==> src/rtl/control_config_cursor.sv <==
// Configuration-mode sequencer for the clock/date/timer on-screen UI: mode and cursor
// tracking, field inc/dec strobes, commit on exit, inactivity timeout and cursor blink gate.
module control_config_cursor #(
   parameter int unsigned TIMEOUT_CYCLES = 600000000,
   parameter int unsigned BLINK_HALF     = 25000000,
   parameter int unsigned CNT_W          = 30
) (
   input  logic       clk,
   input  logic       reset,
   input  logic       btn_mode,
   input  logic       btn_left,
   input  logic       btn_right,
   input  logic       btn_up,
   input  logic       btn_down,
   output logic [1:0] config_mode,
   output logic [1:0] cursor_location,
   output logic       inc_pulse,
   output logic       dec_pulse,
   output logic       commit_pulse,
   output logic       cursor_visible
);

   typedef enum logic [1:0] {
      StNormal = 2'd0,
      StHora   = 2'd1,
      StFecha  = 2'd2,
      StTimer  = 2'd3
   } state_e;

   localparam logic [CNT_W-1:0] TmoLast   = CNT_W'(TIMEOUT_CYCLES - 1);
   localparam logic [CNT_W-1:0] BlinkLast = CNT_W'(BLINK_HALF - 1);

   state_e           state_q, state_d;
   logic [1:0]       cursor_q, cursor_d;
   logic             inc_q, inc_d;
   logic             dec_q, dec_d;
   logic             commit_q, commit_d;
   logic             vis_q, vis_d;
   logic [CNT_W-1:0] tmo_q, tmo_d;
   logic [CNT_W-1:0] blink_q, blink_d;

   logic       any_btn;
   logic       timeout_hit;
   logic [1:0] cursor_max;

   assign any_btn     = btn_mode | btn_left | btn_right | btn_up | btn_down;
   assign timeout_hit = (state_q != StNormal) && !any_btn && (tmo_q == TmoLast);
   assign cursor_max  = (state_q == StTimer) ? 2'd2 : 2'd3;

   // Priority: btn_mode, then timeout, then cursor moves, then field strobes.
   always_comb begin
      state_d  = state_q;
      cursor_d = cursor_q;
      inc_d    = 1'b0;
      dec_d    = 1'b0;
      commit_d = 1'b0;
      if (btn_mode) begin
         state_d  = state_e'(state_q + 2'd1);
         commit_d = (state_q != StNormal);
         cursor_d = (state_d == StNormal) ? 2'd0 : 2'd2;
      end else if (timeout_hit) begin
         state_d  = StNormal;
         commit_d = 1'b1;
         cursor_d = 2'd0;
      end else if (state_q != StNormal) begin
         if (btn_left && !btn_right) begin
            cursor_d = (cursor_q == cursor_max) ? 2'd0 : cursor_q + 2'd1;
         end else if (btn_right && !btn_left) begin
            cursor_d = (cursor_q == 2'd0) ? cursor_max : cursor_q - 2'd1;
         end
         inc_d = btn_up && !btn_down;
         dec_d = btn_down && !btn_up;
      end
   end

   always_comb begin
      tmo_d   = tmo_q + CNT_W'(1);
      blink_d = blink_q + CNT_W'(1);
      vis_d   = vis_q;
      if ((state_q == StNormal) || any_btn || timeout_hit) begin
         tmo_d = '0;
      end
      // Any activity or a return to normal shows the cursor solid and restarts the blink.
      if ((state_d == StNormal) || any_btn) begin
         blink_d = '0;
         vis_d   = 1'b1;
      end else if (blink_q == BlinkLast) begin
         blink_d = '0;
         vis_d   = !vis_q;
      end
   end

   always_ff @(posedge clk) begin
      if (reset) begin
         state_q  <= StNormal;
         cursor_q <= 2'd0;
         inc_q    <= 1'b0;
         dec_q    <= 1'b0;
         commit_q <= 1'b0;
         vis_q    <= 1'b1;
         tmo_q    <= '0;
         blink_q  <= '0;
      end else begin
         state_q  <= state_d;
         cursor_q <= cursor_d;
         inc_q    <= inc_d;
         dec_q    <= dec_d;
         commit_q <= commit_d;
         vis_q    <= vis_d;
         tmo_q    <= tmo_d;
         blink_q  <= blink_d;
      end
   end

   assign config_mode     = state_q;
   assign cursor_location = cursor_q;
   assign inc_pulse       = inc_q;
   assign dec_pulse       = dec_q;
   assign commit_pulse    = commit_q;
   assign cursor_visible  = vis_q;

endmodule

==> config.mk <==
export PLATFORM = sky130hd
export DESIGN_NAME = control_config_cursor
export DESIGN_NICKNAME = d
export VERILOG_FILES = /design/src/rtl/control_config_cursor.sv
export SDC_FILE = /design/constraint.sdc
export NUM_CORES = 1
export LEC_CHECK = 0
export BUFFER_PORTS_ARGS = -buffer_cell sky130_fd_sc_hd__buf_4
export CAP_MARGIN = 20
export CORE_UTILIZATION = 55
export CTS_BUF_LIST = sky130_fd_sc_hd__clkbuf_4 sky130_fd_sc_hd__clkbuf_8 sky130_fd_sc_hd__clkbuf_16
export DETAILED_ROUTE_END_ITERATION = 7
export GPL_TIMING_DRIVEN = 0
export HOLD_SLACK_MARGIN = 0.03
export PLACE_DENSITY = 0.72
export SLEW_MARGIN = 5
export SYNTH_ARGS = -nofsm -noshare
export SYNTH_HDL_FRONTEND = slang
export SYNTH_SLANG_ARGS = --single-unit
==> constraint.sdc <==
create_clock -name clk -period 2.52 [get_ports clk]
set_input_delay 0.504 -clock clk [delete_from_list [all_inputs] [get_ports clk]]
set_output_delay 0.504 -clock clk [all_outputs]
set_load 0.01 [all_outputs]
==> metrics.cfg <==
[status]
run_status = completed

[worst_setup_path]
r2r_setup_slack_ps = 290
cp-start-kind = register
end_kind = register
worstReg2RegStart = blink_q[0]$_SDFF_PP0_
critPathLaunch = blink_q[0]$_SDFF_PP0_
endpoint = blink_q[19]$_SDFF_PP0_
worstPathRequired_ps = 2720
critical_path_class = reg2reg
r2r-end = blink_q[19]$_SDFF_PP0_
r2r_cells = 6
cp.arrival_ps = 2430
crit_path_max_fanout = 10

[final_layout]
drive_above_1_share_pct = 12.6
stdcell_area_sq_um = 3810
n_antenna_cell = 0
syn_to_final_growth_pct = 11.5
nNetsFinal = 430
final_cell_mix = 68 x dfxtp_1, 33 x or4_1, 26 x o31ai_1
num-fill-cells = 536
layout_commonest_cell = dfxtp_1

[clock_network]
cts_buffers = 9
cts_tree = yes
cts_sinks = 68
hold_buffers = 0
cts-root-buf = clkbuf_8
cts_max_level = 3
clkTransAtPathRegs_ps = 70
clock_latency_ps = 350
cts-resized-gates = 0
cts_buffer_depth = 2
cts_setup_buffers = 0

[floorplan]
initial_core_util_pct = 57.4
core_area_sq_um = 5960
ios = 15
dieWidth_um = 80.8
die_area_sq_um = 6530
die_h_um = 80.8
row_count = 28

[timing]
relSlewSlack_pct = 57.1
whs_ps = 338
skew_ps = 10.4
fmax_mhz = 449
finalSetupViolCount = 0
fin_tns_setup_ps = 0
period_needed_ps = 2230
worst_slew_pin_slew_ps = 637
hold_viol_final = 0
maxSlewViolCount = 0
rsz0062_at_grt = no
post-route-period-util_pct = 88.4

[routing]
drc = 0
drtAntennaViolNets = 0
drt_iter0_markers = 154
wirelength_um = 7580
wl_per_cell_um = 15.3
first_pass_iters = 4
viasPerCell = 6.20
num_vias = 3071

[placement]
place.gp.congestion = 0.789
hpwlAfterDp_um = 5240
placed_area_sq_um = 3620
port_buffers = 14

[pwr]
ir_drop_v = 0.000304
clockPowerShare_pct = 44.0
p_leak_nw = 1.07
powerDensity_nw_per_um2 = 539
p_int_mw = 1.62
power_frac_comb_pct = 3.0
p_sw_share_pct = 21.1
p_switching_mw = 0.433
p_seq_share_pct = 53.0

[synthesis]
synth_seq_area_share_pct = 39.8
ys_async_sr_fraction_pct = 0
syn_area_sq_um = 3420
ys.flop_type = dfxtp_1
synth_warnings = 0
syn_inst = 391
synth-seq-cells = 68
ys_types = 43
syn_nets = 405
syn_area_per_cell_sq_um = 8.74
synth_edf_count = 0

[global_route]
grt_max_degree = 11
grt_pass1_wl_um = 12500
globalRouteOverflowTotal = 0
grt_usage_pct = 24.9
antenna_found_initial = 0
grt_pass1_vias = 2724

[worst_hold_path]
hp-class = in2reg
min_path_cells = 2

[job]
max_cap_viol_count = 0

## worst min-delay path by stage
stage,start,to,slack [ps]
CTS,btn_up,dec_pulse$_SDFF_PP0_,320
global route,btn_up,dec_pulse$_SDFF_PP0_,330
global placement,tmo_q[0]$_SDFF_PP0_,tmo_q[0]$_SDFF_PP0_,450
detailed placement,tmo_q[0]$_SDFF_PP0_,tmo_q[0]$_SDFF_PP0_,460
floorplan,tmo_q[0]$_SDFF_PP0_,tmo_q[0]$_SDFF_PP0_,440
finish,btn_down,inc_pulse$_SDFF_PP0_,340
## critical path, stage by stage (launching register included)
cell      delay (ps)
dfxtp_1          380
ha_1             290
nand2_1           90
or2_2            320
nor4_1           410
clkbuf_1         490
a211oi_1         110
## area by class of cell
| class | count | area, sq um | share of cell area (%) |
|---|---|---|---|
| clock inverter | 2 | 35.0 | 0.919 |
| timing repair buffer | 14 | 105 | 2.76 |
| tap | 75 | 93.8 | 2.46 |
| clock buffer | 13 | 160 | 4.20 |
| sequential | 68 | 1360 | 35.7 |
| inverter | 14 | 52.6 | 1.38 |
| buffer | 21 | 104 | 2.72 |
| multi-input combinational | 288 | 1900 | 49.8 |
## per-layer routing
| layer | vias up | wire length (um) | GRT usage (%) |
|---|---|---|---|
| li1 | 1549 | - | - |
| met1 | 1450 | 3850 | 34.7 |
| met2 | 62 | 3270 | 36.9 |
| met3 | 10 | 340 | 4.38 |
| met4 | 0 | 119 | 11.8 |
| met5 | - | 0 | 0 |
## cells in the mapped netlist (2+ instances only)
library cell / count / share of area (%)
a211oi_1: 13 / 2.9
a211oi_2: 4 / 1.5
a21oi_1: 17 / 2.5
a31oi_1: 2 / 0.37
and2_1: 2 / 0.37
and3_1: 4 / 0.73
and4_1: 5 / 1.3
buf_2: 8 / 1.2
buf_6: 2 / 0.66
clkbuf_1: 11 / 1.2
dfxtp_1: 68 / 40
ha_1: 7 / 2.6
inv_1: 14 / 1.5
nand2_1: 22 / 2.4
nand2b_1: 2 / 0.37
nand3_1: 20 / 2.9
nand3_2: 2 / 0.59
nand3b_1: 2 / 0.44
nand4_1: 15 / 2.7
nor2_1: 22 / 2.4
nor3_1: 16 / 2.3
nor4_1: 12 / 2.2
nor4bb_1: 2 / 0.59
o211ai_1: 2 / 0.44
o21ai_0: 8 / 1.2
o22ai_1: 3 / 0.55
o31ai_1: 26 / 5.7
or2_2: 3 / 0.55
or3_1: 8 / 1.5
or4_1: 33 / 7.3
xnor2_1: 16 / 4.1
xor2_1: 9 / 2.3
## through the flow
step	util, %	setup slack, ps	power [mW]	instances
finish	64.0	292	2.05	495
global route	64.0	36.3	2.13	495
CTS	64.0	303	2.08	495
detailed placement	60.7	316	1.18	480
global placement	60.7	337	1.17	480
floorplan	-	600	1.15	391
## cells by family after synthesis
group,count (synthesis),synth area share (%)
compound gates,78,15.8
xor+xnor,25,6.41
fa+ha+maj,7,2.56
buf+inv,35,4.58
flops,68,39.8
simple gates,178,30.8
## flip-flops by register name (all words and copies together) (netlist names)
signal           cells
tmo_q               30
cursor_location      2
inc_pulse            1
dec_pulse            1
blink_q             30
commit_pulse         1
config_mode          2
cursor_visible       1
## power by group through the flow
stage	Sequential, mW	Clock (mW)	Combinational [mW]
3_3_place_gp	1.11	0	0.0591
2_1_floorplan	1.11	0	0.0321
6_report	1.09	0.904	0.0619
3_5_place_dp	1.11	0	0.0620
4_1_cts	1.09	0.925	0.0622
5_1_grt	1.09	0.971	0.0689
(Power assumes the default switching activity.)
